===== src/rtl/tl_pkg.sv =====
// Shared lamp codes and FSM state encoding for the left-turn traffic light controller.
package tl_pkg;

  localparam logic [1:0] GREEN  = 2'b00;
  localparam logic [1:0] YELLOW = 2'b01;
  localparam logic [1:0] RED    = 2'b10;
  localparam logic [1:0] LEFT   = 2'b11;

  // S0 A-green, S1 A-yellow, S2 A-left, S3 A-yellow,
  // S4 B-green, S5 B-yellow, S6 B-left, S7 B-yellow.
  typedef enum logic [2:0] {
    S0 = 3'd0,
    S1 = 3'd1,
    S2 = 3'd2,
    S3 = 3'd3,
    S4 = 3'd4,
    S5 = 3'd5,
    S6 = 3'd6,
    S7 = 3'd7
  } state_t;

endpackage


===== src/rtl/tl_out_decoder.sv =====
// Moore output decoder: maps the current state to both roads' lamp codes.
module tl_out_decoder
  import tl_pkg::*;
(
  input  state_t     state,
  output logic [1:0] La,
  output logic [1:0] Lb
);

  // Pure state decode; whichever road is not in its phase is held RED.
  always_comb begin
    La = RED;
    Lb = RED;
    case (state)
      S0:      La = GREEN;
      S1:      La = YELLOW;
      S2:      La = LEFT;
      S3:      La = YELLOW;
      S4:      Lb = GREEN;
      S5:      Lb = YELLOW;
      S6:      Lb = LEFT;
      S7:      Lb = YELLOW;
      default: begin
        La = RED;
        Lb = RED;
      end
    endcase
  end

endmodule


===== src/rtl/tl_cntr_w_left.sv =====
// Two-road traffic light controller with protected left-turn phases.
// reset_n is active-high despite its name; the port name is kept as-is.
module tl_cntr_w_left
  import tl_pkg::*;
(
  input  logic       clk,
  input  logic       reset_n,
  input  logic       Ta,
  input  logic       Tal,
  input  logic       Tb,
  input  logic       Tbl,
  output logic [1:0] La,
  output logic [1:0] Lb
);

  state_t state;
  state_t next;

  // State register with synchronous active-high reset to A-green.
  always_ff @(posedge clk) begin
    if (reset_n) state <= S0;
    else         state <= next;
  end

  // Next-state: dwell phases wait on their own sensor, yellows last one clock.
  always_comb begin
    next = state;
    case (state)
      S0:      if (!Ta)  next = S1;
      S1:      next = S2;
      S2:      if (!Tal) next = S3;
      S3:      next = S4;
      S4:      if (!Tb)  next = S5;
      S5:      next = S6;
      S6:      if (!Tbl) next = S7;
      S7:      next = S0;
      default: next = S0;
    endcase
  end

  // Lamp decode from the registered state only.
  tl_out_decoder u_out_decoder (
    .state (state),
    .La    (La),
    .Lb    (Lb)
  );

endmodule


===== config.mk =====
export PLATFORM = sky130hd
export DESIGN_NAME = tl_cntr_w_left
export DESIGN_NICKNAME = d
export VERILOG_FILES = /design/src/rtl/tl_pkg.sv /design/src/rtl/tl_out_decoder.sv /design/src/rtl/tl_cntr_w_left.sv
export SDC_FILE = /design/constraint.sdc
export NUM_CORES = 1
export LEC_CHECK = 0
export CAP_MARGIN = 20
export CORE_AREA = 2 2 39 41
export CTS_CLUSTER_SIZE = 40
export DETAILED_ROUTE_END_ITERATION = 16
export DIE_AREA = 0 0 41 43
export DONT_BUFFER_PORTS = 1
export PLACE_DENSITY_LB_ADDON = 0.08
export RECOVER_POWER = 50
export SKIP_LAST_GASP = 1
export SYNTH_ARGS = -nofsm -noshare
export SYNTH_HDL_FRONTEND = slang
export SYNTH_SLANG_ARGS = --single-unit
export TNS_END_PERCENT = 100

===== constraint.sdc =====
create_clock -name clk -period 1.94 [get_ports clk]
set_input_delay 0.388 -clock clk [delete_from_list [all_inputs] [get_ports clk]]
set_output_delay 0.388 -clock clk [all_outputs]
set_load 0.02 [all_outputs]

==> results.json <==
{
  "status": "finished, final reports clean",
  "combPwrFrac_pct": 13.0,
  "die_h_um": 43,
  "fin_worst_skew_ns": 0.001207,
  "grt_usage_pct": 6.018,
  "grt_pass1_wl_um": 586,
  "post-place-ws_ns": 0.6600,
  "maxSlewHeadroom_pct": 74.12,
  "diodes": 0,
  "nets": 27,
  "clkLatencyLatePin_ns": 0.23,
  "post-route-drc-count": 0,
  "cts_tree": "yes",
  "place_hpwl_um": 279.2,
  "path_max_fanout": 6,
  "crit_required_ns": 1.55,
  "cts.path.max_buffers": 2,
  "syn2layout_area_growth_pct": 26.19,
  "drt_pass1_iterations": 2,
  "path_class": "reg -> out",
  "worst_pin_slew_ns": 0.3875,
  "drt_iter0_markers": 1,
  "p_int_w": 0.0001540,
  "fmax_ghz": 0.6619,
  "largestRegisters": "state x3",
  "period_share_pct": 77.87,
  "dieArea_um2": 1763,
  "vdd_drop_max_uv": 256.0,
  "grt_overflow_total": 0,
  "regMostFlops": "state",
  "synth_area_um2": 157.7,
  "wl_per_cell_um": 9.444,
  "yosysWarnings": 0,
  "cp-start-kind": "register",
  "finalMaxSlewViolations": 0,
  "hp-class": "in -> reg",
  "seq_power_share_pct": 35.8,
  "leakagePower_nw": 0.06952,
  "start_util_pct": 11.39,
  "rows": 14,
  "drive_gt1_share_pct": 25.00,
  "port_buffers": 0,
  "post-route-min-period_ns": 1.511,
  "synth.avg_cell_area_um2": 9.853,
  "clk_pin_slew_ns": 0.03,
  "synth_nets": 22,
  "dr_total_vias": 126,
  "cts_root_buffer": "clkbuf_4",
  "rsz0062_at_grt": "no",
  "gp_congestion": 0.5672,
  "cts.htree.levels": 1,
  "wl_um": 340,
  "vias_per_cell": 3.500,
  "grt_pass1_vias": 140,
  "die_x_um": 41,
  "clock_sinks": 3,
  "num_io_pins": 10,
  "cts_hold_buffers": 0,
  "grt_max_degree": 8,
  "synthCells": 16,
  "cp.arrival_ns": 1.12,
  "maxCapViolCount": 0,
  "finalHoldViolations": 0,
  "cts_setup_buffers": 0,
  "largest_reg_flops": 3,
  "cts_inserted_buffers": 3,
  "seq_area_frac_synth_pct": 38.10,
  "switching_share_pct": 25.13,
  "worst_slack_ns": 0.4293,
  "tns_ns": 0,
  "p_per_area_nw_per_um2": 1034,
  "setup_viol": 0,
  "ys_seq_elements": 3,
  "cts_resized": 0,
  "cp-end-kind": "output port",
  "core-area_um2": 1384,
  "antenna_found_initial": 0,
  "clkPwrFrac_pct": 51.2,
  "power.switching_w": 0.00005169,
  "yosysUniqueCellTypes": 11,
  "drtAntennaViolNets": 0
}
per-stage QoR:
stage	cell area [um2]	utilization, %	hold slack [ns]	instances	total power [W]
floorplan	157.7	-	0.4571	16	0.00009813
global placement	177.7	12.84	0.4621	32	0.0001025
detailed placement	177.7	12.84	0.4645	32	0.0001026
CTS	203.9	14.74	0.2173	36	0.0002147
global route	198.9	14.38	0.2083	36	0.0002271
finish	198.9	14.38	0.2279	36	0.0002057
worst max-delay path: stages, from the launching register on:
cell      delay (ns)
dfxtp_1         0.41
or2b_1          0.29
nand2b_1        0.20
metal layers:
layer	vias up	wire (um)	GRT usage, %
met5	-	0	0
met4	0	12	10.00
met3	2	27	4.712
met2	5	139	5.938
met1	54	160	5.449
li1	65	-	-
power by group through the flow:
stage          logic [W]  registers, W  clock network (W)
4_1_cts        0.0000280     0.0000737           0.000113
3_5_place_dp   0.0000280     0.0000746                  0
3_3_place_gp   0.0000280     0.0000746                  0
6_report       0.0000268     0.0000736           0.000105
2_1_floorplan  0.0000251     0.0000730                  0
5_1_grt        0.0000300     0.0000749           0.000122
final cells by class:
cell class | instances | area (um2)
clock buffer | 4 | 26.28
fill | 159 | 1185
multi-input combinational | 13 | 92.59
sequential | 3 | 60.06
tap | 16 | 20.02
cells in the final DEF (no fill, tap or decap):
cell type and n:
clkbuf_4 3, dfxtp_1 3, nor2_1 2, nand2b_1 2, a21oi_1 2, or2b_1 1, nand2_1 1, nor2b_1 1
mux4_2 1, nor3_1 1, a21bo_2 1, nand3b_1 1, clkbuf_1 1
synth_stat cells:
master | count | share of area, %
a21bo_2 | 1 | 6.3
nor2_1 | 2 | 4.8
nand2b_1 | 2 | 7.9
or2b_1 | 1 | 4.8
nand2_1 | 1 | 2.4
mux4_2 | 1 | 14
a21oi_1 | 2 | 6.3
dfxtp_1 | 3 | 38
nor3_2 | 1 | 6.3
nand3b_1 | 1 | 4.8
nor2b_1 | 1 | 4.0
path summary, 6_finish.rpt:
path	cells after the start	slack, ns	end	start
worst min-delay path	1	0.23	state[2]	reset_n
worst min register to register	1	0.53	state[0]	state[0]
worst max-delay path	2	0.43	La[1]	state[1]
worst max register to register	2	0.77	state[0]	state[1]
kinds of logic after synthesis:
family | share of synthesized area, %
flops | 38.10
mux | 14.28
compound gates | 12.70
simple gates | 34.93
No activity file was read; power rests on OpenSTA's default activity.
